==> src/rtl/rf_pkg.sv <==
// Shared definitions for the 2-read/1-write register file: default geometry
// and clear-engine state encodings.
package rf_pkg;
  localparam int DEF_DATA_W = 32;
  localparam int DEF_ADDR_W = 3;

  localparam logic [0:0] ST_IDLE  = 1'b0;
  localparam logic [0:0] ST_CLEAR = 1'b1;
endpackage

==> src/rtl/reg_file_2r1w_if.sv <==
// Bus bundle between the write-back/operand-fetch stages and the register file.
interface reg_file_2r1w_if
  import rf_pkg::*;
#(
  parameter int DATA_W = DEF_DATA_W,
  parameter int ADDR_W = DEF_ADDR_W
);
  logic              we;
  logic [ADDR_W-1:0] wAddr;
  logic [DATA_W-1:0] wData;
  logic              re0;
  logic              re1;
  logic [ADDR_W-1:0] rAddr0;
  logic [ADDR_W-1:0] rAddr1;
  logic [DATA_W-1:0] rData0;
  logic [DATA_W-1:0] rData1;
  logic              rValid0;
  logic              rValid1;
  logic              clr_req;
  logic              busy;

  modport master (
    output we, wAddr, wData, re0, re1, rAddr0, rAddr1, clr_req,
    input  rData0, rData1, rValid0, rValid1, busy
  );

  modport slave (
    input  we, wAddr, wData, re0, re1, rAddr0, rAddr1, clr_req,
    output rData0, rData1, rValid0, rValid1, busy
  );
endinterface

==> src/rtl/rf_read_port.sv <==
// One registered read port: DEPTH:1 mux with write-first bypass of whichever
// write (user or clear engine) lands on the array at the same edge.
module rf_read_port
  import rf_pkg::*;
#(
  parameter int DATA_W = DEF_DATA_W,
  parameter int ADDR_W = DEF_ADDR_W
) (
  input  logic              clk,
  input  logic              reset_n,
  input  logic              re_i,
  input  logic [ADDR_W-1:0] raddr_i,
  input  logic [DATA_W-1:0] mem_i [2**ADDR_W],
  input  logic              wr_en_i,
  input  logic [ADDR_W-1:0] wr_addr_i,
  input  logic [DATA_W-1:0] wr_data_i,
  output logic [DATA_W-1:0] rdata_o,
  output logic              rvalid_o
);
  logic [DATA_W-1:0] rdata_d, rdata_q;
  logic              rvalid_d, rvalid_q;

  always_comb begin
    rvalid_d = re_i;
    rdata_d  = rdata_q;
    if (re_i) begin
      rdata_d = (wr_en_i && (wr_addr_i == raddr_i)) ? wr_data_i : mem_i[raddr_i];
    end
  end

  always_ff @(posedge clk) begin
    if (!reset_n) begin
      rdata_q  <= '0;
      rvalid_q <= 1'b0;
    end else begin
      rdata_q  <= rdata_d;
      rvalid_q <= rvalid_d;
    end
  end

  assign rdata_o  = rdata_q;
  assign rvalid_o = rvalid_q;
endmodule

==> src/rtl/reg_file_2r1w.sv <==
// Parametrised register file: one write port, two bypassed registered read
// ports, and a sequential bulk-clear engine that owns the write port while busy.
module reg_file_2r1w
  import rf_pkg::*;
#(
  parameter int                DATA_W  = DEF_DATA_W,
  parameter int                ADDR_W  = DEF_ADDR_W,
  parameter logic [DATA_W-1:0] CLR_VAL = '0
) (
  input logic            clk,
  input logic            reset_n,
  reg_file_2r1w_if.slave bus
);
  localparam int                DEPTH = 2**ADDR_W;
  localparam logic [ADDR_W-1:0] LAST  = ADDR_W'(DEPTH - 1);

  logic [DATA_W-1:0] mem_q [DEPTH];
  logic [DATA_W-1:0] mem_d [DEPTH];
  logic [0:0]        state_d, state_q;
  logic [ADDR_W-1:0] cnt_d, cnt_q;
  logic              busy;
  logic              wr_en;
  logic [ADDR_W-1:0] wr_addr;
  logic [DATA_W-1:0] wr_data;

  assign busy = (state_q == ST_CLEAR);

  // While clearing, the engine takes the write port and user writes are dropped.
  always_comb begin
    wr_en   = busy | bus.we;
    wr_addr = busy ? cnt_q : bus.wAddr;
    wr_data = busy ? CLR_VAL : bus.wData;
    mem_d   = mem_q;
    if (wr_en) begin
      mem_d[wr_addr] = wr_data;
    end
  end

  always_comb begin
    state_d = state_q;
    cnt_d   = cnt_q;
    case (state_q)
      ST_IDLE: begin
        if (bus.clr_req) begin
          state_d = ST_CLEAR;
          cnt_d   = '0;
        end
      end
      default: begin
        cnt_d = cnt_q + 1'b1;
        if (cnt_q == LAST) begin
          state_d = ST_IDLE;
        end
      end
    endcase
  end

  always_ff @(posedge clk) begin
    if (!reset_n) begin
      for (int i = 0; i < DEPTH; i++) begin
        mem_q[i] <= '0;
      end
      state_q <= ST_IDLE;
      cnt_q   <= '0;
    end else begin
      mem_q   <= mem_d;
      state_q <= state_d;
      cnt_q   <= cnt_d;
    end
  end

  assign bus.busy = busy;

  rf_read_port #(.DATA_W(DATA_W), .ADDR_W(ADDR_W)) u_rd0 (
    .clk       (clk),
    .reset_n   (reset_n),
    .re_i      (bus.re0),
    .raddr_i   (bus.rAddr0),
    .mem_i     (mem_q),
    .wr_en_i   (wr_en),
    .wr_addr_i (wr_addr),
    .wr_data_i (wr_data),
    .rdata_o   (bus.rData0),
    .rvalid_o  (bus.rValid0)
  );

  rf_read_port #(.DATA_W(DATA_W), .ADDR_W(ADDR_W)) u_rd1 (
    .clk       (clk),
    .reset_n   (reset_n),
    .re_i      (bus.re1),
    .raddr_i   (bus.rAddr1),
    .mem_i     (mem_q),
    .wr_en_i   (wr_en),
    .wr_addr_i (wr_addr),
    .wr_data_i (wr_data),
    .rdata_o   (bus.rData1),
    .rvalid_o  (bus.rValid1)
  );
endmodule

==> src/flat_wrapper.sv <==
// flat-port wrapper written by rule: the top's interface ports become plain ports
module reg_file_2r1w_flat import rf_pkg::*;
#(
  parameter int                DATA_W  = DEF_DATA_W,
  parameter int                ADDR_W  = DEF_ADDR_W,
  parameter logic [DATA_W-1:0] CLR_VAL = '0
)
  (clk, reset_n, bus_we, bus_wAddr, bus_wData, bus_re0, bus_re1, bus_rAddr0, bus_rAddr1, bus_clr_req, bus_rData0, bus_rData1, bus_rValid0, bus_rValid1, bus_busy);
  reg_file_2r1w_if #(.DATA_W(DATA_W), .ADDR_W(ADDR_W)) bus_i ();
  input logic clk;
  input logic reset_n;
  input wire logic [$bits(bus_i.we)-1:0] bus_we;
  input wire logic [$bits(bus_i.wAddr)-1:0] bus_wAddr;
  input wire logic [$bits(bus_i.wData)-1:0] bus_wData;
  input wire logic [$bits(bus_i.re0)-1:0] bus_re0;
  input wire logic [$bits(bus_i.re1)-1:0] bus_re1;
  input wire logic [$bits(bus_i.rAddr0)-1:0] bus_rAddr0;
  input wire logic [$bits(bus_i.rAddr1)-1:0] bus_rAddr1;
  input wire logic [$bits(bus_i.clr_req)-1:0] bus_clr_req;
  output wire logic [$bits(bus_i.rData0)-1:0] bus_rData0;
  output wire logic [$bits(bus_i.rData1)-1:0] bus_rData1;
  output wire logic [$bits(bus_i.rValid0)-1:0] bus_rValid0;
  output wire logic [$bits(bus_i.rValid1)-1:0] bus_rValid1;
  output wire logic [$bits(bus_i.busy)-1:0] bus_busy;
  assign bus_i.we = bus_we;
  assign bus_i.wAddr = bus_wAddr;
  assign bus_i.wData = bus_wData;
  assign bus_i.re0 = bus_re0;
  assign bus_i.re1 = bus_re1;
  assign bus_i.rAddr0 = bus_rAddr0;
  assign bus_i.rAddr1 = bus_rAddr1;
  assign bus_i.clr_req = bus_clr_req;
  assign bus_rData0 = bus_i.rData0;
  assign bus_rData1 = bus_i.rData1;
  assign bus_rValid0 = bus_i.rValid0;
  assign bus_rValid1 = bus_i.rValid1;
  assign bus_busy = bus_i.busy;
  reg_file_2r1w #(.DATA_W(DATA_W), .ADDR_W(ADDR_W), .CLR_VAL(CLR_VAL)) u_core (.clk(clk), .reset_n(reset_n), .bus(bus_i));
endmodule
==> config.mk <==
export PLATFORM = sky130hd
export DESIGN_NAME = reg_file_2r1w_flat
export DESIGN_NICKNAME = d
export VERILOG_FILES = /design/src/rtl/rf_pkg.sv /design/src/rtl/reg_file_2r1w_if.sv /design/src/rtl/rf_read_port.sv /design/src/rtl/reg_file_2r1w.sv /design/src/flat_wrapper.sv
export SDC_FILE = /design/constraint.sdc
export NUM_CORES = 1
export LEC_CHECK = 0
export ABC_AREA = 0
export CELL_PAD_IN_SITES_DETAIL_PLACEMENT = 1
export CELL_PAD_IN_SITES_GLOBAL_PLACEMENT = 1
export CORE_ASPECT_RATIO = 1.4
export CORE_MARGIN = 2
export CORE_UTILIZATION = 45
export CTS_BUF_LIST = sky130_fd_sc_hd__clkbuf_2
export DETAILED_ROUTE_END_ITERATION = 6
export MAX_ROUTING_LAYER = met4
export PLACE_DENSITY_LB_ADDON = 0.05
export SKIP_CTS_REPAIR_TIMING = 1
export SLEW_MARGIN = 10
export SYNTH_ARGS = -nofsm -noshare
export SYNTH_HDL_FRONTEND = slang
export SYNTH_SLANG_ARGS = --single-unit
==> constraint.sdc <==
create_clock -name clk -period 2 [get_ports clk]
set_clock_uncertainty 0.05 [all_clocks]
set_input_delay 0.4 -clock clk [delete_from_list [all_inputs] [get_ports clk]]
set_output_delay 0.4 -clock clk [all_outputs]
set_load 0.01 [all_outputs]
======== Word-level counts from Yosys, hierarchy flattened ========
Index checks and enable logic that the tools add are counted.
word-level totals
  flip-flop bits (word level) ............. 326
  bits in latches ......................... 0
  memory bits (writable) .................. 0
  bits in read-only memories .............. 0
  input bits .............................. 47
  output and inout bits ................... 67
  word-level logic and storage cells ...... 48
  memories kept ........................... 0
operators by class
  $add $sub $neg .......................... 1
  multipliers ............................. 0
  div/mod/pow operators ................... 0
  $lt $le $gt $ge ......................... 4
  eq/ne operators ......................... 3
  shift operators ......................... 0
  multiplexer cells ....................... 18
  bitwise gates (word level) .............. 4
  reduce and logical (&&, ||, !) cells .... 4
operators with widths
  kind                                                                          count
  256-bit bitwise mux                                                           1
  32-bit 2-to-1 mux                                                             8
  32-bit binary-select mux with 3-bit select                                    2
  32-bit demux with 3-bit select                                                1
  4-bit >= comparator, second input constant                                    3
  3-bit NOT with 4-bit output                                                   3
  3-bit 2-to-1 mux                                                              3
  3-bit equality test                                                           2
  4-bit by 1-bit less-than comparator with 1-bit output, second input constant  1
  3-bit by 1-bit adder with 3-bit output, second input constant                 1
  3-bit equality test, second input constant                                    1
  1-bit logical AND                                                             3
  1-bit 2-to-1 mux                                                              3
  2-bit nonzero test                                                            1
  1-bit OR                                                                      1

======== Depth between registers and ports, before layout ========
Gate-level depths: netlist of the first run.
  depth after elaboration ................. 7
  gate-level depth with buffers ........... 8

======== Cells and area by module ========
Synthesis of the first run repeated with hierarchy kept, for this count alone.
second synthesis, totals
  cell total of the unflattened synthesis .. 1504
  area, all modules ....................... 16714.8 µm²
modules (own cells, without submodules)
  module         instances  cells each  area each (µm²)  seq. area each (µm²)
  reg_file_2r1w  1          942         9935.8           5205.0
  rf_read_port   2          281         3389.5           660.6

======== Worst setup path before layout of the first run ========
No wires, ideal clock.
  path kind ............................... register to register
  start point ............................. register u_core.state_q (netlist: u_core.bus.busy)
  end point ............................... register u_core.mem_q[219] (netlist name)
  setup time .............................. 116 ps
  data arrival time ....................... 2059 ps
  required time ........................... 1834 ps
  setup slack ............................. -225 ps
  stages on the path, launching flop included .. 8
  path buffers ............................ 3
  period minus slack after synthesis ...... 2225 ps
  path through ............................ dfxtp_1 -> buf_4 -> buf_1 -> mux2_2 -> a211oi_2 -> buf_4 -> mux2i_1 -> nor2b_1
between the ends
  longest elaborated chain between the ends .. 7
  elaborated cells between the ends (all ways) .. 10
  classes of those cells .................. 2 x order compare; 5 x mux; 2 x bitwise; 1 x reduce/logical
RTL lines
  element                                                                                                                    line                 RTL
  start: declaration                                                                                                         reg_file_2r1w.sv:19  logic [0:0] state_d, state_q;
  start signal: assignment                                                                                                   reg_file_2r1w.sv:67  state_q <= state_d;
  3-bit 2-to-1 mux                                                                                                           reg_file_2r1w.sv:31  wr_addr = busy ? cnt_q : bus.wAddr;
  3-bit NOT with 4-bit output (not written as such)                                                                          reg_file_2r1w.sv:35  mem_d[wr_addr] = wr_data;
  4-bit >= comparator (not written as such) / 4-bit by 1-bit less-than comparator with 1-bit output (equally long branches)  reg_file_2r1w.sv:35
  1-bit logical AND (not written as such)                                                                                    reg_file_2r1w.sv:35
  32-bit 2-to-1 mux (not written as such)                                                                                    reg_file_2r1w.sv:35
  32-bit demux with 3-bit select                                                                                             reg_file_2r1w.sv:35
  256-bit bitwise mux                                                                                                        reg_file_2r1w.sv:35
  end signal: assignment                                                                                                     reg_file_2r1w.sv:66  mem_q <= mem_d;
  end: declaration                                                                                                           reg_file_2r1w.sv:17  logic [DATA_W-1:0] mem_q [DEPTH];
Several ways; a longest one is shown, not always the timed one.
A chain may end at the register's enable or synchronous reset.

======== Worst setup path after layout of the first run ========
  start point ............................. register u_core.state_q (netlist: u_core.bus.busy)
  end point ............................... register u_core.mem_q[148] (netlist name)
The elaborated chain is that of the path after synthesis.

==> key figures, run 1 <==
Floorplan
  • Die width: 172 um
  • Initial Util: between 40% and 50%
  • Num rows: 86
  • Area of the core: 0.0392 mm^2
  • # IOs: between 100 and 150
  • Die area: 0.0411 mm^2
  • Die Height: roughly 240 um

Worst setup path
  • Critical path arrival: 3060 ps
  • R2R Setup Slk: -250 ps
  • Crit-path max FO: 7
  • CP Launch Type: register
  • Worst r2r dst: u_core.mem_q[148]$_SDFFE_PN0P_
  • R2R depth: 10
  • Required time worst endpoint: 2810 ps
  • Start of the worst register-to-register path: u_core.bus.busy$_SDFF_PN0_
  • Crit end category: register
  • Kind of critical path: register to register

Placement
  • Port Buffers: 113
  • Placed cells: 2,181
  • Detailed Place HPWL: roughly 37,000 um
  • Final GP Congestion: 0.764
  • Pre-CTS WS: -682 ps

Pwr
  • Peak supply drop: 0.000380 V
  • Leakage: just under 0.009 uW
  • Pwr dens: 654 mW/mm^2

Final layout
  • Fill cell count: 4,107
  • Multi-input gate area: 0.0106 mm^2
  • Most common cell after layout, fill and taps aside: mux2i_1
  • Layout area overhead: 25.7%
  • Share of cells above drive strength 1: between 30% and 40%
  • Layout Cells excl Fill: roughly 2,400
  • Fin nets: 1,832
  • Sequential cell area: 0.00658 mm^2
  • Most frequent cells in the layout: mux2i_1, dfxtp_1, nor2b_1

Synthesis
  • Synth unique cells: 33
  • Post-synthesis register bit count: 326
  • Syn Nets: 1,630
  • Area share of the largest cell type after synthesis: 36.8%
  • Synth Instances: 1,581
  • Cell taking the most area after synthesis: dfxtp_1
  • Syn Std Cell Area: between 0.015 and 0.02 mm^2
  • Mapped Avg Cell Area: around 11 um^2
  • Top post-synthesis cells by area: dfxtp_1, mux2i_1, mux4_2, nor2b_1, a311oi_2
  • Sequential area share after synthesis: 36.8%
  • Warnings from Yosys: 0

Min path
  • Hold Crit Class: primary input to register
  • End of the worst hold path: u_core.u_rd1.rdata_o[27]$_SDFFE_PN0P_
  • Worst Hold Launch: bus_rAddr1[1]
  • Hold Path Depth: 4

Routing
  • Final WL: approximately 62,000 um
  • DRC viols: 0
  • Number of DRC markers in iteration 0: ~920
  • Antenna viol nets, final: 0
  • Routed vias/inst: 5.89
  • Routed WL per cell: 26.1 um
  • Vias: 13,900
  • Drt first pass iters: 5

Global routing
  • Initial antenna violation count: 1
  • Largest net degree at the start of global routing: 62
  • Vias in the first global route: 14,400
  • GR Overflow Total: 0
  • GRT Util Overall: 28.7%
  • First-pass GRT wire length: 86,200 um

STA
  • Fin crit share: 112%
  • Max Slew Vio Count: 0
  • Worst setup margin: -245 ps
  • Slew @ Worst Pin: 896 ps
  • Sum Neg Setup Slack: -37,580 ps
  • # setup viols final: 312
  • Worst hold margin: 50.1 ps
  • RSZ-0062 raised after global routing: yes
  • Fin. Hold Viols: 0
  • Clock period minus worst slack: 2250 ps
  • F_max: 0.445 GHz
  • Relative slew slack: 40.2%

Clocking
  • TritonCTS clock tree: built
  • Worst skew pair latency: 1000 ps
  • Clock sinks: 326
  • CTS max path bufs: 3
  • CTS root buffer: clkbuf_2
  • CTS H-tree lvls: 3
  • CTS Buf Count: 85
  • Clk slew on worst S/H paths: 100 ps

Job
  • Max Cap Viol: 0

Outcome
  • Outcome: complete, but fails checks
  • Failing checks: negative setup slack
## kinds of logic after synthesis
| logic type | Yosys count | share of synthesized area (%) |
|---|---|---|
| and+or+nand+nor | 461 | 15.3 |
| muxes | 453 | 34.7 |
| DFF | 326 | 36.8 |
| buffers and inverters | 188 | 4.82 |
| AOI/OAI and AO/OA | 143 | 7.86 |
| xor gates and xnor gates | 8 | 0.395 |
| adders and majority gates | 2 | 0.141 |
## synthesized netlist by cell type, drive strengths merged
library cell / number
a211oi: 4
nand2b: 31
and2: 2
a22oi: 2
mux2: 2
ha: 2
o311ai: 2
nor4: 62
o21ai: 62
clkbuf: 135
mux2i: 323
dfxtp: 326
o21a: 2
o311a: 2
nor2b: 293
nand3b: 1
inv: 2
nand2: 65
xnor2: 8
mux4: 128
or3: 2
o211ai: 4
a21oi: 3
nor3b: 3
a311oi: 62
buf: 51
nor2: 2
## state kept, by name, summed over array words and instances (netlist names)
register and count:
u_core.u_rd0.rvalid_o 1, u_core.mem_q 256, u_core.cnt_q 3, u_core.bus.busy 1
u_core.u_rd1.rvalid_o 1, u_core.u_rd0.rdata_o 32, u_core.u_rd1.rdata_o 32
## metrics by stage
| stage | total power [uW] | utilization (%) | cell area [um^2] |
|---|---|---|---|
| final | 14600 | 57.0 | 22300 |
| after global placement | 9770 | 52.8 | 20700 |
| after floorplan | 8590 | - | 17900 |
| after CTS | 14400 | 54.6 | 21400 |
| after global routing | 15200 | 57.0 | 22300 |
| after detailed placement | 9820 | 52.8 | 20700 |
## how the worst max path moves through the flow
stage | startpoint | cells after the start | slack (ps) | to
final | u_core.bus.busy$_SDFF_PN0_ | 10 | -250 | u_core.mem_q[148]$_SDFFE_PN0P_
after global routing | u_core.bus.busy$_SDFF_PN0_ | 10 | -270 | u_core.mem_q[148]$_SDFFE_PN0P_
after CTS | u_core.bus.busy$_SDFF_PN0_ | 2 | -1110 | bus_busy
after detailed placement | bus_we | 8 | -680 | u_core.mem_q[227]$_SDFFE_PN0P_
after global placement | bus_we | 8 | -620 | u_core.mem_q[229]$_SDFFE_PN0P_
after floorplan | u_core.bus.busy$_SDFF_PN0_ | 7 | -10 | u_core.u_rd0.rdata_o[10]$_SDFFE_PN0P_
## critical path: stages (launching register included)
cell      delay [ps]
dfxtp_4          380
buf_12           140
buf_12           130
buf_8            120
nand3b_1         170
buf_6            170
a211oi_4         310
buf_12           200
buf_12           160
mux2i_1          210
nor2b_1           60
## power breakdown
group          internal [uW]  total [uW]  switching [uW]
Sequential              6720        6890             173
Clock                   1700        4620            2920
Combinational           1450        3100            1640
## area by class of cell
| type | count | share of cell area, % |
|---|---|---|
| sequential | 326 | 29.5 |
| tap | 528 | 2.96 |
| clock buffer | 119 | 2.67 |
| antenna | 1 | 0.0112 |
| clock inverter | 20 | 0.465 |
| multi-input combinational | 1067 | 47.6 |
| inverter | 2 | 0.0336 |
| timing repair buffer | 301 | 16.8 |
## metal layers
metal	GRT usage, %	share of wire [%]	vias up
met2	49.3	51	447
li1	-	-	6220
met1	33.7	40	7091
met5	-	0	-
met4	11.5	4.0	0
met3	3.94	4.7	160
Power figures use the tool's default switching activity.
==> inputs of run 2 (changes only) <==
Settings changed: REMOVE_ABC_BUFFERS set to 1, TNS_END_PERCENT set to 30.
==> key figures, run 2 (synthesized netlist as in run 1, its figures left out) <==
Placement
  • Final GP Congestion: 0.806 (+5.4%)
  • Port Buffers: 113 (unchanged)
  • Pre-CTS WS: -526 ps (+156 ps)
  • DP Area: 0.0202 mm^2 (-2.4%)
  • Detailed Place HPWL: 36,800 um (+0.75%)

Final layout
  • Max reg flops: 256 (unchanged)
  • Most common cell after layout, fill and taps aside: mux2i_1
  • Share of cells above drive strength 1: 32.4% (-2.6 points)
  • Fin nets: 1,773 (-3.2%)
  • Reg with most FFs: u_core.mem_q
  • Layout area overhead: 18.4%
  • Post-route cell area: 0.0210 mm^2 (-5.9%)
  • Most frequent cells in the layout: mux2i_1, nor2b_1, dfxtp_1

Routing
  • Antenna viol nets, final: 0 (unchanged)
  • Drt first pass iters: 5 (unchanged)
  • Number of DRC markers in iteration 0: 634 (-31%)
  • Routed vias/inst: 5.75 (-2.3%)
  • Vias: 13,300 (-4.5%)
  • Routed WL per cell: 24.6 um (-5.7%)
  • Final WL: 56,900 um (-7.9%)
  • DRC viols: 0 (unchanged)

Global routing
  • Largest net degree at the start of global routing: 57 (-8.1%)
  • GRT Util Overall: 28.7% (about the same)
  • Initial antenna violation count: 1 (unchanged)
  • Vias in the first global route: 14,200 (-0.84%)
  • GR Overflow Total: 0 (unchanged)
  • First-pass GRT wire length: 85,300 um (-0.99%)

STA
  • Max Slew Vio Count: 0 (unchanged)
  • # setup viols final: 163 (-48%)
  • Clock period minus worst slack: 2220 ps (-23.4 ps)
  • Worst setup margin: -222 ps (+23.4 ps)
  • RSZ-0062 raised after global routing: yes
  • F_max: 0.450 GHz (+1.1%)
  • Slew @ Worst Pin: 732 ps (-164 ps)
  • Fin. Hold Viols: 0 (unchanged)
  • Fin crit share: 111% (-1.2 points)
  • Relative slew slack: 51.1% (+11 points)

Pwr
  • Power Total: 14,100 uW (-3.6%)
  • Leakage: 0.00828 uW (-6.1%)
  • Peak supply drop: 0.000330 V (-13%)
  • Pwr dens: 670 mW/mm^2 (+2.4%)

Worst setup path
  • CP Launch Type: register
  • CP peak stage delay: 370 ps (about the same)
  • Max stage delay cell, worst path: dfxtp_4
  • Kind of cell adding the most delay to the critical path: buffers and inverters
  • CP Cell Sequence: buf_6 > buf_4 > clkbuf_2
  • Crit end category: output port
  • Crit-path max FO: 7 (unchanged)
  • Worst path bufs/invs: 3 (-3)
  • Kind of critical path: register to output port
  • Critical path arrival: 1770 ps (-1290 ps)
  • Required time worst endpoint: 1550 ps (-1260 ps)

Floorplan
  • Area of the core: 0.0392 mm^2 (unchanged)
  • Die width: 172 um (unchanged)
  • Die area: 0.0411 mm^2 (unchanged)
  • Die Height: 239 um (unchanged)
  • Initial Util: 45.3% (unchanged)
  • Num rows: 86 (unchanged)
  • # IOs: 114 (unchanged)

Clocking
  • CTS max path bufs: 3 (unchanged)
  • CTS H-tree lvls: 3 (unchanged)
  • CTS Buf Count: 86 (+1.2%)
  • Worst skew pair latency: 980 ps (-20 ps)
  • CTS root buffer: clkbuf_2
  • Clk slew on worst S/H paths: 100 ps (about the same)
  • Clock sinks: 326 (unchanged)
  • TritonCTS clock tree: built

Outcome
  • Failing checks: negative setup slack
  • Outcome: complete, but fails checks

Job
  • Max Cap Viol: 0 (unchanged)

Min path
  • Hold Crit Class: primary input to register
run 2: cell count changes in the layout (fill, tap and decap cells not counted), moves of 8 or more:
cell	delta
buf_12	-25
buf_4	+8
buf_6	-26
clkbuf_16	-16
dfxtp_1	-11
mux2i_1	+9
run 2: tightest hold or removal path: cells and delay by family:
kind	cells	cell delay (ps)
buffers and inverters	1	480
and+or+nand+nor	2	220
run 2: cell type report:
type                            count  area [um^2]
Clock buffer                      120          601
Clock inverter                     26          104
Inverter                            2         7.51
Sequential cell                   326         6610
Fill cell                        4226        18100
Timing Repair Buffer              241         2530
Antenna cell                        1         2.50
Multi-Input combinational cell   1067        10500
Tap cell                          528          661
run 2: worst paths after layout:
kind | from | end | slack [ps] | cells past startpoint
max reg2reg | u_core.bus.busy$_SDFF_PN0_ | u_core.mem_q[101]$_SDFFE_PN0P_ | -80 | 8
min reg2reg | u_core.mem_q[0]$_SDFFE_PN0P_ | u_core.mem_q[0]$_SDFFE_PN0P_ | 490 | 2
max | u_core.bus.busy$_SDFF_PN0_ | bus_busy | -220 | 3
min | bus_clr_req | u_core.bus.busy$_SDFF_PN0_ | 100 | 3
run 2: power breakdown:
part / leakage (uW) / total [uW] / internal (uW) / switching (uW)
Sequential: 0.00267 / 6900 / 6720 / 184
Clock: 0.000551 / 4500 / 1600 / 2900
Combinational: 0.00506 / 2680 / 1190 / 1490
run 2: through the flow:
stage | utilization (%) | setup TNS [ps] | hold WS (ps) | cells
after floorplan | - | -805560 | 445 | 1395
after global placement | 51.6 | -113120 | 462 | 2156
after detailed placement | 51.6 | -129290 | 480 | 2156
after CTS | 53.4 | -60190 | -287 | 2302
after global routing | 53.7 | -29140 | 84.2 | 2311
final | 53.7 | -5160 | 103 | 2311
run 2: per-layer routing:
| layer | GRT usage, % | wire, um |
|---|---|---|
| met5 | - | 0 |
| met4 | 11.8 | 1790 |
| met3 | 4.59 | 2120 |
| met2 | 48.6 | 29100 |
| met1 | 33.7 | 23900 |
==> inputs of run 3 (changes only) <==
Settings changed: SKIP_LAST_GASP set to 1.
==> key figures, run 3 (synthesized netlist as in run 1, its figures left out) <==
STA
  • Fin. Hold Viols: 0 (unchanged)
  • Worst hold margin: 114 ps (+10.2 ps)
  • Clock period minus worst slack: 2240 ps (+13.7 ps)
  • RSZ-0062 raised after global routing: yes
  • Slew @ Worst Pin: 746 ps (+14.0 ps)
  • Fin crit share: 112% (+0.69 points)
  • Relative slew slack: 50.2% (-0.94 points)
  • Max Slew Vio Count: 0 (unchanged)
  • Sum Neg Setup Slack: -16,060 ps (-10,910 ps)
  • Worst setup margin: -235 ps (-13.7 ps)
  • F_max: 0.447 GHz (-0.61%)
  • # setup viols final: 250 (+53%)

Placement
  • Detailed Place HPWL: 36,800 um (unchanged)
  • Port Buffers: 113 (unchanged)
  • Final GP Congestion: 0.806 (unchanged)
  • DP Area: 0.0202 mm^2 (unchanged)
  • Pre-CTS WS: -526 ps (unchanged)

Final layout
  • Most common cell after layout, fill and taps aside: mux2i_1
  • Layout area overhead: 18.1%
  • Share of cells above drive strength 1: 32.3% (-0.17 points)
  • Max reg flops: 256 (unchanged)
  • Fill cell count: 4,235 (+0.21%)
  • Multi-input gate area: 0.0105 mm^2 (-0.19%)
  • Fin nets: 1,773 (unchanged)
  • Reg with most FFs: u_core.mem_q
  • Post-route cell area: 0.0210 mm^2 (-0.20%)
  • Most frequent cells in the layout: mux2i_1, nor2b_1, dfxtp_1
  • Sequential cell area: 0.00661 mm^2 (unchanged)

Routing
  • Final WL: 56,700 um (-0.39%)
  • Drt first pass iters: 5 (unchanged)
  • Vias: 13,300 (+0.36%)
  • DRC viols: 0 (unchanged)
  • Number of DRC markers in iteration 0: 644 (+1.6%)
  • Routed WL per cell: 24.5 um (-0.39%)
  • Antenna viol nets, final: 0 (unchanged)
  • Routed vias/inst: 5.77 (+0.36%)

Pwr
  • Leakage: 0.00826 uW (-0.21%)
  • Peak supply drop: 0.000331 V (+0.16%)
  • Pwr dens: 670 mW/mm^2 (about the same)

Floorplan
  • Area of the core: 0.0392 mm^2 (unchanged)
  • # IOs: 114 (unchanged)
  • Die Height: 239 um (unchanged)
  • Die area: 0.0411 mm^2 (unchanged)
  • Die width: 172 um (unchanged)
  • Num rows: 86 (unchanged)
  • Initial Util: 45.3% (unchanged)

Global routing
  • Vias in the first global route: 14,200 (unchanged)
  • Initial antenna violation count: 1 (unchanged)
  • GRT Util Overall: 28.7% (unchanged)
  • Largest net degree at the start of global routing: 57 (unchanged)
  • GR Overflow Total: 0 (unchanged)
  • First-pass GRT wire length: 85,300 um (unchanged)

Outcome
  • Outcome: complete, but fails checks
  • Failing checks: negative setup slack

Worst setup path
  • Critical path arrival: 1790 ps (+20 ps)
  • Crit end category: output port
  • Kind of critical path: register to output port
  • CP Launch Type: register
  • Worst setup path startpoint: u_core.bus.busy$_SDFF_PN0_
  • Critical Path End: bus_busy
  • Start of the worst register-to-register path: u_core.bus.busy$_SDFF_PN0_
  • Required time worst endpoint: 1550 ps (about the same)
  • Worst r2r dst: u_core.mem_q[202]$_SDFFE_PN0P_
  • R2R Setup Slk: -130 ps (-50 ps)
  • R2R depth: 7 (-1)
  • Crit-path max FO: 7 (unchanged)

Clocking
  • Clk slew on worst S/H paths: 100 ps (about the same)
  • CTS H-tree lvls: 3 (unchanged)
  • TritonCTS clock tree: built
  • CTS root buffer: clkbuf_2
  • Worst skew pair latency: 970 ps (about the same)
  • Clock sinks: 326 (unchanged)
  • CTS max path bufs: 3 (unchanged)
  • CTS Buf Count: 86 (unchanged)

Min path
  • Worst Hold Launch: bus_clr_req
  • Hold Crit Class: primary input to register
  • Hold Path Depth: 3 (unchanged)

Job
  • Max Cap Viol: 0 (unchanged)
run 3: how the worst min path moves through the flow:
stage | slack, ps | to
2_1_floorplan | 450 | u_core.mem_q[64]$_SDFFE_PN0P_
3_3_place_gp | 460 | u_core.mem_q[73]$_SDFFE_PN0P_
3_5_place_dp | 480 | u_core.mem_q[65]$_SDFFE_PN0P_
4_1_cts | -290 | u_core.mem_q[254]$_SDFFE_PN0P_
5_1_grt | 80 | u_core.bus.busy$_SDFF_PN0_
6_report | 110 | u_core.bus.busy$_SDFF_PN0_
run 3: critical path, stage by stage, from the launching register on:
cell and delay, ps:
dfxtp_4 360, buf_4 140, buf_4 170, clkbuf_2 150
run 3: stage by stage:
step                std cells  total power (uW)  utilization [%]
floorplan                1395              8250                -
global placement         2156              9660             51.6
detailed placement       2156              9710             51.6
CTS                      2302             14300             53.4
global route             2311             14700             53.6
finish                   2311             14100             53.6
run 3: routing by layer:
layer  routed length [um]  share of wire [%]  track usage [%]  vias up
li1                     -                  -                -     6113
met1                23600                 42             33.7     6796
met2                29100                 51             48.6      323
met3                 2290                4.0             4.59      103
met4                 1740                3.1             11.8        0
met5                    0                  0                -        -
run 3: layout make-up:
type                    instances  share of cell area [%]
flip-flops and latches        326                    31.5
clock inverters                26                   0.495
clock buffers                 120                    2.86
well taps                     528                    3.15
inverters                       2                  0.0358
multi-input cells            1067                    50.0
repair buffers                241                    12.0
diodes                          1                  0.0119
run 3: power breakdown:
| group | total [uW] | internal (uW) | switching (uW) | leakage (uW) |
|---|---|---|---|---|
| registers | 6900 | 6720 | 184 | 0.00267 |
| clock network | 4500 | 1600 | 2890 | 0.000551 |
| logic | 2660 | 1180 | 1480 | 0.00505 |
